==> config.mk <==
export PLATFORM = sky130hd
export DESIGN_NAME = microsequencer
export DESIGN_NICKNAME = d
export VERILOG_FILES = /design/src/rtl/microsequencer_pkg.sv /design/src/rtl/micro_stack.sv /design/src/rtl/microsequencer.sv
export SDC_FILE = /design/constraint.sdc
export NUM_CORES = 1
export LEC_CHECK = 0
export ABC_AREA = 1
export BUFFER_PORTS_ARGS = -buffer_cell sky130_fd_sc_hd__buf_2
export CORE_ASPECT_RATIO = 1.75
export CORE_MARGIN = 10
export CORE_UTILIZATION = 55
export DETAILED_ROUTE_END_ITERATION = 6
export PLACE_DENSITY = 0.87
export SETUP_SLACK_MARGIN = 0.1
export SYNTH_ARGS = -nofsm -noshare
export SYNTH_HDL_FRONTEND = slang
export SYNTH_SLANG_ARGS = --single-unit
==> constraint.sdc <==
create_clock -name Clk -period 3.65 [get_ports Clk]
set_input_delay 0.73 -clock Clk [delete_from_list [all_inputs] [get_ports Clk]]
set_output_delay 0.73 -clock Clk [all_outputs]
set_load 0.05 [all_outputs]
==> src/rtl/microsequencer_pkg.sv <==
// Shared definitions for the microsequencer and its return stack.
//   - NS_select mode encodings
//   - fixed addresses (fetch vector, decode base)
//   - return-stack geometry and occupancy FSM state type
package microsequencer_pkg;

  localparam logic [2:0] NS_INC    = 3'd0;
  localparam logic [2:0] NS_JUMP   = 3'd1;
  localparam logic [2:0] NS_DECODE = 3'd2;
  localparam logic [2:0] NS_BRANCH = 3'd3;
  localparam logic [2:0] NS_WAIT   = 3'd4;
  localparam logic [2:0] NS_CALL   = 3'd5;
  localparam logic [2:0] NS_RET    = 3'd6;
  localparam logic [2:0] NS_FETCH  = 3'd7;

  localparam logic [7:0] FETCH_ADDR  = 8'h00;
  localparam logic [1:0] DECODE_BASE = 2'b01;

  localparam int unsigned STACK_DEPTH = 4;
  localparam int unsigned DEPTH_W     = $clog2(STACK_DEPTH + 1);
  localparam int unsigned PTR_W       = $clog2(STACK_DEPTH);

  typedef enum logic [1:0] {
    StEmpty,
    StPartial,
    StFull
  } occ_state_e;

endpackage

==> src/rtl/micro_stack.sv <==
// Return-address stack for the microsequencer: 4 x 8-bit LIFO.
// Ports:
//   clk, rst_n       clock, asynchronous active-low reset
//   hold             freezes all state
//   push, pop        requests (push has priority if both are asserted)
//   push_data        address pushed on a call
//   top              top-of-stack, FETCH_ADDR when empty
//   depth            occupancy 0..STACK_DEPTH
//   err              sticky overflow/underflow flag
module micro_stack
  import microsequencer_pkg::*;
(
  input  logic               clk,
  input  logic               rst_n,
  input  logic               hold,
  input  logic               push,
  input  logic               pop,
  input  logic [7:0]         push_data,
  output logic [7:0]         top,
  output logic [DEPTH_W-1:0] depth,
  output logic               err
);

  occ_state_e         state_q, state_d;
  logic [DEPTH_W-1:0] count_q, count_d;
  logic               err_q, err_d;
  logic               wr_en;
  logic [7:0]         mem_q [STACK_DEPTH];
  logic [PTR_W-1:0]   wr_ptr, rd_ptr;

  assign wr_ptr = count_q[PTR_W-1:0];
  // When full the write pointer wraps to 0, so rd_ptr still lands on the last entry.
  assign rd_ptr = wr_ptr - PTR_W'(1);

  always_comb begin
    state_d = state_q;
    count_d = count_q;
    err_d   = err_q;
    wr_en   = 1'b0;
    if (!hold) begin
      if (push) begin
        if (state_q == StFull) begin
          err_d = 1'b1;
        end else begin
          wr_en   = 1'b1;
          count_d = count_q + DEPTH_W'(1);
          state_d = (count_q == DEPTH_W'(STACK_DEPTH - 1)) ? StFull : StPartial;
        end
      end else if (pop) begin
        if (state_q == StEmpty) begin
          err_d = 1'b1;
        end else begin
          count_d = count_q - DEPTH_W'(1);
          state_d = (count_q == DEPTH_W'(1)) ? StEmpty : StPartial;
        end
      end
    end
  end

  always_ff @(posedge clk or negedge rst_n) begin
    if (!rst_n) begin
      state_q <= StEmpty;
      count_q <= '0;
      err_q   <= 1'b0;
    end else begin
      state_q <= state_d;
      count_q <= count_d;
      err_q   <= err_d;
    end
  end

  always_ff @(posedge clk or negedge rst_n) begin
    if (!rst_n) begin
      for (int i = 0; i < STACK_DEPTH; i++) begin
        mem_q[i] <= '0;
      end
    end else if (wr_en) begin
      mem_q[wr_ptr] <= push_data;
    end
  end

  assign top   = (state_q == StEmpty) ? FETCH_ADDR : mem_q[rd_ptr];
  assign depth = count_q;
  assign err   = err_q;

endmodule

==> src/rtl/microsequencer.sv <==
// Microprogram sequencer: registers the next microstore address chosen by
// NS_select from increment, branch target, opcode decode, conditional
// branch, wait loop, call/return (via micro_stack) and fetch.
// Ports:
//   Clk, Clr            clock, asynchronous active-low reset
//   NS_select           next-state mode
//   Inv, CT_select      condition invert / source select (0 Moc, 1 Cond)
//   Pl7, Op5            branch target, opcode for decode
//   CurrentState        address of the microinstruction in the pipeline
//   Moc, Cond           condition sources
//   Hold                freezes all sequencer state
//   Next_state          registered microstore address
//   Stack_err, Depth    sticky stack error, stack occupancy
module microsequencer
  import microsequencer_pkg::*;
(
  input  logic               Clk,
  input  logic               Clr,
  input  logic [2:0]         NS_select,
  input  logic               Inv,
  input  logic               CT_select,
  input  logic [7:0]         Pl7,
  input  logic [5:0]         Op5,
  input  logic [7:0]         CurrentState,
  input  logic               Moc,
  input  logic               Cond,
  input  logic               Hold,
  output logic [7:0]         Next_state,
  output logic               Stack_err,
  output logic [DEPTH_W-1:0] Depth
);

  logic       cond_t;
  logic [7:0] inc;
  logic [7:0] stack_top;
  logic [7:0] ns_d, ns_q;
  logic       push, pop;

  assign cond_t = (CT_select ? Cond : Moc) ^ Inv;
  assign inc    = CurrentState + 8'd1;
  assign push   = (NS_select == NS_CALL);
  assign pop    = (NS_select == NS_RET);

  always_comb begin
    ns_d = FETCH_ADDR;
    case (NS_select)
      NS_INC:    ns_d = inc;
      NS_JUMP:   ns_d = Pl7;
      NS_DECODE: ns_d = {DECODE_BASE, Op5};
      NS_BRANCH: ns_d = cond_t ? Pl7 : inc;
      NS_WAIT:   ns_d = cond_t ? inc : CurrentState;
      NS_CALL:   ns_d = Pl7;
      // Underflow returns FETCH_ADDR because the stack reports that when empty.
      NS_RET:    ns_d = stack_top;
      NS_FETCH:  ns_d = FETCH_ADDR;
      default:   ns_d = FETCH_ADDR;
    endcase
  end

  always_ff @(posedge Clk or negedge Clr) begin
    if (!Clr) begin
      ns_q <= FETCH_ADDR;
    end else if (!Hold) begin
      ns_q <= ns_d;
    end
  end

  micro_stack u_stack (
    .clk       (Clk),
    .rst_n     (Clr),
    .hold      (Hold),
    .push      (push),
    .pop       (pop),
    .push_data (inc),
    .top       (stack_top),
    .depth     (Depth),
    .err       (Stack_err)
  );

  assign Next_state = ns_q;

endmodule

# == Yosys cells after proc, flatten, opt, wreduce, memory -nomap -nowiden ==
# Cells that the tools add are included.
# word_totals
ff_bits,46
input_bits,32
out_inout_bits,12
elab_cells,68
# classes
add_sub_neg,4
order_cmp,3
n_eq_ne,13
muxes,28
bitwise_logic,4
n_reduce_logical,8
# op_table
cell,n
8-bit case mux with 7 select lines,1
8-bit two-way mux,6
32-bit bitwise mux,1
8-bit binary-select mux with 2-bit select,1
8-bit demux with 2-bit select,1
"3-bit equality test, second input constant",4
3-bit two-way mux,4
2-bit two-way mux,5
"3-bit by 2-bit equality test with 1-bit output, second input constant",3
1-bit two-way mux,9
"8-bit by 1-bit adder with 8-bit output, second input constant",1
4-bit AND reduction,2
"3-bit by 1-bit equality test with 1-bit output, second input constant",2
"3-bit greater-or-equal comparator, second input constant",2
2-bit NOT with 3-bit output,2
"2-bit != test, second input constant",2
2-bit nonzero test,2
"3-bit by 1-bit adder with 3-bit output, second input constant",1
3-bit zero test,1
"3-bit by 1-bit < comparator with 1-bit output, second input constant",1
"3-bit by 1-bit subtractor with 3-bit output, second input constant",1
"2-bit equality test, second input constant",1
2-bit zero test,1
"2-bit by 1-bit != test with 1-bit output, second input constant",1
other kinds (5),5

# == Longest topological paths before layout ==
# Gate-level depths: netlist of run 1.
# logic_depth
word_depth,7
depth_mapped,14

# == Modules after synthesis ==
# Synthesis of run 1 repeated with hierarchy kept, for this count alone.
# hier_totals
cells_unflattened,442
area_unflattened_um2,3067.9
# by_module_without_submodules
mod,n_inst,cells_each,area_per_inst_um2,seq_area_each_um2
micro_stack,1,271,2134.5,950.9
microsequencer,1,171,933.4,200.2

# == Worst setup path before layout of run 1 ==
# OpenSTA, ideal clock, no wires.
# synth_timing
path_type,reg-to-reg
from,"reg u_stack.count_q[0], in the netlist u_stack.depth[0]"
to,"reg ns_q[6], in the netlist Next_state[6]"
setup_ns,0.113
arrival_time_ns,2.441
t_required_ns,3.537
path_slack_ns,1.097
path_stages_with_launch,15
path_buffers,4
period_less_slack_ns,2.553
path_cell_list,dfrtp_1 buf_2 inv_1 buf_2 ha_1 buf_2 inv_1 clkbuf_1 nand3_1 nand3_1 nand2_1 nor2_1 nand3_1 nand2_1 inv_1
# synth_via
elab_chain_cells,7
# synth_rtl
element,line,rtl
from (decl),micro_stack.sv:25,"logic [DEPTH_W-1:0] count_q, count_d;"
from (signal assigned),micro_stack.sv:67,count_q <= count_d;
2-bit by 1-bit subtractor with 2-bit output,micro_stack.sv:33,assign rd_ptr = wr_ptr - PTR_W'(1);
named net u_stack.rd_ptr[0],micro_stack.sv:29,"logic [PTR_W-1:0] wr_ptr, rd_ptr;"
2-bit NOT with 3-bit output (not written as such),micro_stack.sv:82,assign top = (state_q == StEmpty) ? FETCH_ADDR : mem_q[rd_ptr];
8-bit binary-select mux with 2-bit select,micro_stack.sv:82,
8-bit two-way mux (not written as such) (2 in series),micro_stack.sv:82,
8-bit two-way mux,micro_stack.sv:82,
8-bit case mux with 7 select lines,microsequencer.sv:46,case (NS_select)
to (signal assigned),microsequencer.sv:64,ns_q <= ns_d;
to (decl),microsequencer.sv:36,"logic [7:0] ns_d, ns_q;"
# The timed path passes the listed nets, and every way through them passes these cells. The select of a mux whose other input is x is not followed.
# A chain may end at the register's enable or synchronous reset.

# == Worst setup path after layout of run 1 ==
# layout_timing
from,"reg u_stack.count_q[0], in the netlist u_stack.depth[0]"
to,"reg ns_q[4], in the netlist Next_state[4]"
# layout_via
elab_chain_cells,7
# layout_rtl
element,line
2-bit by 1-bit subtractor with 2-bit output,micro_stack.sv:33
2-bit NOT with 3-bit output (not written as such),micro_stack.sv:82
8-bit binary-select mux with 2-bit select,micro_stack.sv:82
8-bit two-way mux (not written as such) (2 in series),micro_stack.sv:82
8-bit two-way mux,micro_stack.sv:82
8-bit case mux with 7 select lines,microsequencer.sv:46
# Every way passes these cells. The select of a mux whose other input is x is not followed.

==> results of run 1 <==
[cell usage after synthesis (all sizes together)]
| cell | n | area [µm²] |
|---|---|---|
| nand2 | 144 | 566 |
| nand4 | 2 | 12.5 |
| ha | 6 | 75.1 |
| nand3 | 56 | 280 |
| a21oi | 4 | 20.0 |
| clkbuf | 3 | 11.3 |
| o21ai | 38 | 220 |
| inv | 52 | 198 |
| nor2 | 51 | 225 |
| xor2 | 3 | 26.3 |
| dfrtp | 46 | 1150 |
| a31o | 1 | 8.76 |
| buf | 7 | 41.3 |
| or2 | 3 | 18.8 |
[per-stage QoR]
| step | hold slack, ns | worst slack (ns) | instances |
|---|---|---|---|
| after global routing | 0.504 | 0.687 | 511 |
| final | 0.468 | 1.02 | 511 |
| after global placement | 0.448 | 1.18 | 503 |
| after CTS | 0.471 | 1.07 | 511 |
| after floorplan | 0.434 | 1.10 | 416 |
| after detailed placement | 0.450 | 1.08 | 503 |
[worst max path at each step]
stage	slack [ns]	to	from	cells after the start
after floorplan	1.10	Next_state[6]	u_stack.depth[0]	14
after global placement	1.18	Next_state[6]	u_stack.depth[0]	10
after detailed placement	1.08	Next_state[4]	u_stack.depth[0]	10
after CTS	1.07	Next_state[4]	u_stack.depth[0]	10
after global routing	0.69	Next_state[6]	u_stack.depth[0]	10
final	1.02	Next_state[4]	u_stack.depth[0]	10
[layout make-up]
cell class | count | area share
timing repair buffer | 43 | 0.0678
sequential | 46 | 0.363
clock buffer | 5 | 0.0217
clock inverter | 3 | 0.00670
tap | 54 | 0.0213
inverter | 52 | 0.0623
multi-input combinational | 308 | 0.458
[metal layers]
layer / track usage / vias up / routed length, µm
li1: - / 1380 / -
met4: 0.108 / 0 / 365
met3: 0.0354 / 33 / 384
met1: 0.198 / 1279 / 2820
met2: 0.317 / 94 / 3890
met5: 0 / - / 0
[cell families (layout without fill, tap and decap cells)]
logic type,Yosys count,after routing
AND/OR/NAND/NOR,256,256
adder cells (fa/ha/maj),6,6
XOR/XNOR,3,3
flip-flops,46,46
AO/OA/AOI/OAI,43,43
buffers and inverters,62,103
[power breakdown]
part / switching, µW / internal [µW]
Clock: 181 / 135
Combinational: 602 / 292
Sequential: 155 / 704
Total: 937 / 1130
[state kept, by name, summed over array words and instances (netlist names)]
register / cells
u_stack.depth: 3
u_stack.mem_q: 32
Next_state: 8
u_stack.state_q: 2
u_stack.err: 1
==> run metrics, run 1 <==
status completed; clk_lat worst skew 0.31 ns; most frequent cells in the layout nand2_1 (140), nand3_1 (56), inv_1 (50), nor2_1 (47), dfrtp_1 (46); count of final setup violators 0; Post-Synthesis Cells 416; Leak 0.00175 µW; worst hold stages 1; yosys warns 0; Root Buffer clkbuf_8; worst hold path endpoint u_stack.err; Starting Density 0.569; RSZ-0062 raised after global routing false; Storage cell area 0.00115 mm²; WP data arrival 2.84 ns; Final Hold Viols 0; Pre-antenna DRT Iters 5; Power Dens Cells 651 mW/mm²; first-pass GRT wire length 12.4 mm; most used cell along the critical path nor2_1; antenna violations before repair 0; Clock Sinks 46; GPL Wtd Cong 0.944; Crit. End Element flip-flop; Crit path max-delay family flip-flops; Core Util, Final 0.632; slowest CP cell dfrtp_1; Synth Register Bits 46; Post-Route WL 7.46 mm; crit share post-route 0.720; slew of the pin with the lowest slew margin 1.05 ns; Setup crit start kind flip-flop; DP Area 0.00308 mm²; TritonCTS Buffers 5; CP bufs+invs 2; peak supply drop 361 µV; Max Buffers Root-to-Sink 2; WS Path Type flip-flop to flip-flop; via count 2786; shortest period the worst path allows 2.63 ns; Final Instance Area 0.00317 mm²; drt wl/cell 14.6 µm; htree depth 2; die height 115 µm; P&R area growth vs syn 11.2%; commonest non-fill, non-tap cell in the layout nand2_1; clock skew 0.00935 ns; Syn Area/Cell 6.86 µm²; setup tns final 0 ns; vias in the first global route 2801; HPWL Detailed 5.97 mm; GR Overflow Total 0; TritonCTS clock tree built; worst-path cell chain inv_1 -> ha_1 -> inv_1 -> nor2_1 -> nand2_1 -> a21oi_1 -> nor2_1 -> nand2_1 -> nor2_1 -> nor2_1; fill count 485; postcts setup bufs 0; simple logic cell fraction of the synthesized area 0.386; n_diodes 0; Max Freq 380 MHz; Slew HR 0.302; post-synthesis xor/xnor area fraction 0.00921; hold bufs inserted after CTS 0; Adder-Cell Fraction of Synth Area 0.0263; Hold Crit Class flip-flop to flip-flop; Die ar. 0.00858 mm²; R2R cell count 10; Critical Path Max Stage Delay 0.75 ns; Post-CTS Resized 0; Multi-input gate area 0.00145 mm²; Die X-Extent 74.5 µm; I/O Pins 44; post-DR vias/cell 5.45; Final nets 494; ANT nets after route 0; Overall Power 2070 µW; max cap viols 0; GRT Util Overall 0.183; register area share after synthesis 0.403; Slew Viols, Final 0; Post-Synthesis Cell Area 0.00285 mm²; mux contribution to synthesized area 0; clk slew on worst S/H paths 0.09 ns; row cnt 34; Synth cell types 24; hold path startpoint u_stack.err; share of post-route cells with drive strength above 1 0.155; worst r2r dst Next_state[4]; syn_nets 454; I/O Buffers 43; core area 0.00502 mm²; largest family of logic cells by synthesized area simple AND/OR/NAND/NOR gates; DRC 0; pin count of the biggest net entering global routing 47; DRT iter0 DRCs 194; reg-to-reg startpoint u_stack.depth[0]; required time worst endpoint 3.86 ns; r2r setup slk 1.02 ns; CP Max Fanout 22; post-synthesis compound-gate area fraction 0.0872
(Power assumes the default switching activity.)
==> run 2: changes to the inputs <==
Settings changed: ABC_AREA 1 to 0.
Clock period 3.65 ns to 2.5 ns, I/O delays scaled along.
==> run metrics, run 2 <==
status completed; Post-Route WL 6.30 mm (-16%); Slew Viols, Final 0 (unchanged); Synth cell types 51 (+110%); Post-Synthesis Cell Area 0.00261 mm² (-8.5%); clock share of power 0.174 (+0.021); Die ar. 0.00801 mm² (-6.7%); CP Max Fanout 9 (-59%); yosys warns 0 (unchanged); Max Freq 486 MHz (+28%); Final nets 336 (-32%); I/O Buffers 43 (unchanged); htree depth 2 (unchanged); Crit path max-delay family compound AO/OA/AOI/OAI gates; Starting Density 0.564 (-0.00415); CP bufs+invs 1 (-1); Hold Crit Class primary input to async pin; Clock Sinks 46 (unchanged); max cap viols 0 (unchanged); register share of total power 0.432 (+0.017); post-DR vias/cell 6.00 (+10%); ANT nets after route 0 (unchanged); Comb pwr share 0.394 (-0.038); GPL Wtd Cong 0.907 (-3.9%); GRT Util Overall 0.153 (-0.0296); commonest non-fill, non-tap cell in the layout dfrtp_1; TritonCTS clock tree built; via count 2107 (-24%); most frequent cells in the layout dfrtp_1 (45), buf_2 (43), nand2_1 (42), o21ai_0 (33); I/O Pins 44 (unchanged); setup tns final 0 ns (unchanged); hold bufs inserted after CTS 0 (unchanged); Largest Register u_stack.mem_q; HPWL Detailed 4.84 mm (-19%); GR Overflow Total 0 (unchanged); share of post-route cells with drive strength above 1 0.254 (+0.0988); required time worst endpoint 2.69 ns (-1.17 ns); TritonCTS Buffers 5 (unchanged); top-count cell post-synth dfrtp_1; slowest CP cell ha_1; slew of the pin with the lowest slew margin 0.725 ns (-0.321 ns); clk slew on worst S/H paths 0.09 ns (about the same); Die X-Extent 72.1 µm (-3.2%); Slew HR 0.516 (+0.214); worst-path cell chain inv_1 -> ha_1 -> mux4_2 -> a221o_1 -> a221oi_2 -> a21oi_1; crit share post-route 0.822 (+0.102); Post-synth EDFFs 0 (unchanged); shortest period the worst path allows 2.06 ns (-0.574 ns); Hold Worst Slack 0.234 ns (-0.235 ns); Sw Ratio 0.376 (-0.0770); first-pass GRT wire length 10.1 mm (-18%); row cnt 33 (-2.9%); Critical Path Max Stage Delay 0.51 ns (-0.24 ns); max reg flops 32 (unchanged); register area share after synthesis 0.441 (+0.0377); Root Buffer clkbuf_8; vias in the first global route 2202 (-21%); clk_lat worst skew 0.31 ns (about the same); Worst Setup SP u_stack.depth[1]; reg-to-reg startpoint u_stack.depth[1]; P&R area growth vs syn 12.7%; Power Dens Cells 941 mW/mm² (+45%); Net Switching 1040 µW (+11%); Post-Synthesis Cells 257 (-38%); syn_nets 295 (-35%); core area 0.00462 mm² (-7.9%); Setup crit start kind flip-flop; Leak 0.00133 µW (-24%); die height 111 µm (-3.6%); Synth Register Bits 46 (unchanged); DRT iter0 DRCs 175 (-9.8%); clock skew 0.00911 ns (-0.000242 ns); Max Buffers Root-to-Sink 2 (unchanged); drt wl/cell 17.9 µm (+23%); WS Path Type flip-flop to flip-flop; most frequent cells after synthesis dfrtp_1 (46), nand2_1 (42), o21ai_0 (33), inv_1 (10), nor2_1 (10); Int Power 1730 µW (+53%); Synth top area share 0.441 (+0.0377); Synth area leader dfrtp_1; synth top area cells dfrtp_1 (44%), mux4_2 (6.9%), o21ai_0 (6.3%); ys async rst share 1.00 (unchanged); Pre-antenna DRT Iters 4 (-1); RSZ-0062 raised after global routing false; peak supply drop 652 µV (+80%); n_diodes 0 (unchanged); pin count of the biggest net entering global routing 33 (-30%); Final Hold Viols 0 (unchanged); count of final setup violators 0 (unchanged); WP data arrival 2.25 ns (-0.59 ns); Post-CTS Resized 0 (unchanged); Crit. End Element flip-flop; antenna violations before repair 0 (unchanged); Synth Flop Type dfrtp_1; postcts setup bufs 0 (unchanged); DRC 0 (unchanged); Syn Area/Cell 10.2 µm² (+48%)
-- run 2: cell type report --
cell class	instances	area, µm²
clock buffers	6	82.6
clock inverters	2	12.5
fillers	371	1680
inverters	10	37.5
multi-input cells	189	1350
flip-flops and latches	46	1150
well taps	52	65.1
repair buffers	46	238
-- run 2: power by group through the flow --
stage                     Sequential (µW)  Combinational, µW  Clock, µW
after floorplan                      1310                699          0
after global routing                 1230               1190        513
after global placement               1190               1060          0
final                                1200               1090        481
after CTS                            1190               1100        490
after detailed placement             1200               1100          0
-- run 2: kinds of logic (layout without fill, tap and decap cells) --
group	after synthesis	count (layout)	share of synthesized area
AO/OA/AOI/OAI	69	69	0.174
XOR/XNOR	11	11	0.0398
buffers and inverters	22	64	0.0407
flip-flops	46	46	0.441
AND/OR/NAND/NOR	87	87	0.170
multiplexers	16	16	0.106
adder cells (fa/ha/maj)	6	6	0.0288
-- run 2: path summary, 6_finish.rpt --
| check | endpoint | slack [ns] | cells past startpoint |
|---|---|---|---|
| max | Next_state[1] | 0.44 | 6 |
| min | u_stack.depth[2] | 0.23 | 1 |
| max reg2reg | Next_state[1] | 0.44 | 6 |
| min reg2reg | u_stack.err | 0.47 | 1 |
| max in group asynchronous | u_stack.mem_q[31] | 1.57 | 2 |
| min in group Clk | Next_state[7] | 0.44 | 3 |
-- run 2: per-stage QoR --
step,instance area [µm²],instances,utilization,power [µW],worst slack (ns)
final,2940,351,0.636,2770,0.444
after global routing,2940,351,0.636,2940,0.398
after CTS,2940,351,0.636,2780,0.421
after detailed placement,2850,343,0.615,2300,0.379
after global placement,2850,343,0.615,2250,0.421
after floorplan,2610,257,-,2010,0.110
-- run 2: worst reg2reg max path, stage by stage, from the launching register on --
cell and delay [ns]:
dfrtp_1 0.41, inv_1 0.08, ha_1 0.51, mux4_2 0.36
a221o_1 0.32, a221oi_2 0.18, a21oi_1 0.10
-- run 2: routing by layer --
metal | wire [µm] | global-route usage
met2 | 3430 | 0.274
met3 | 413 | 0.0403
met1 | 2290 | 0.151
met5 | 0 | 0
met4 | 167 | 0.0843
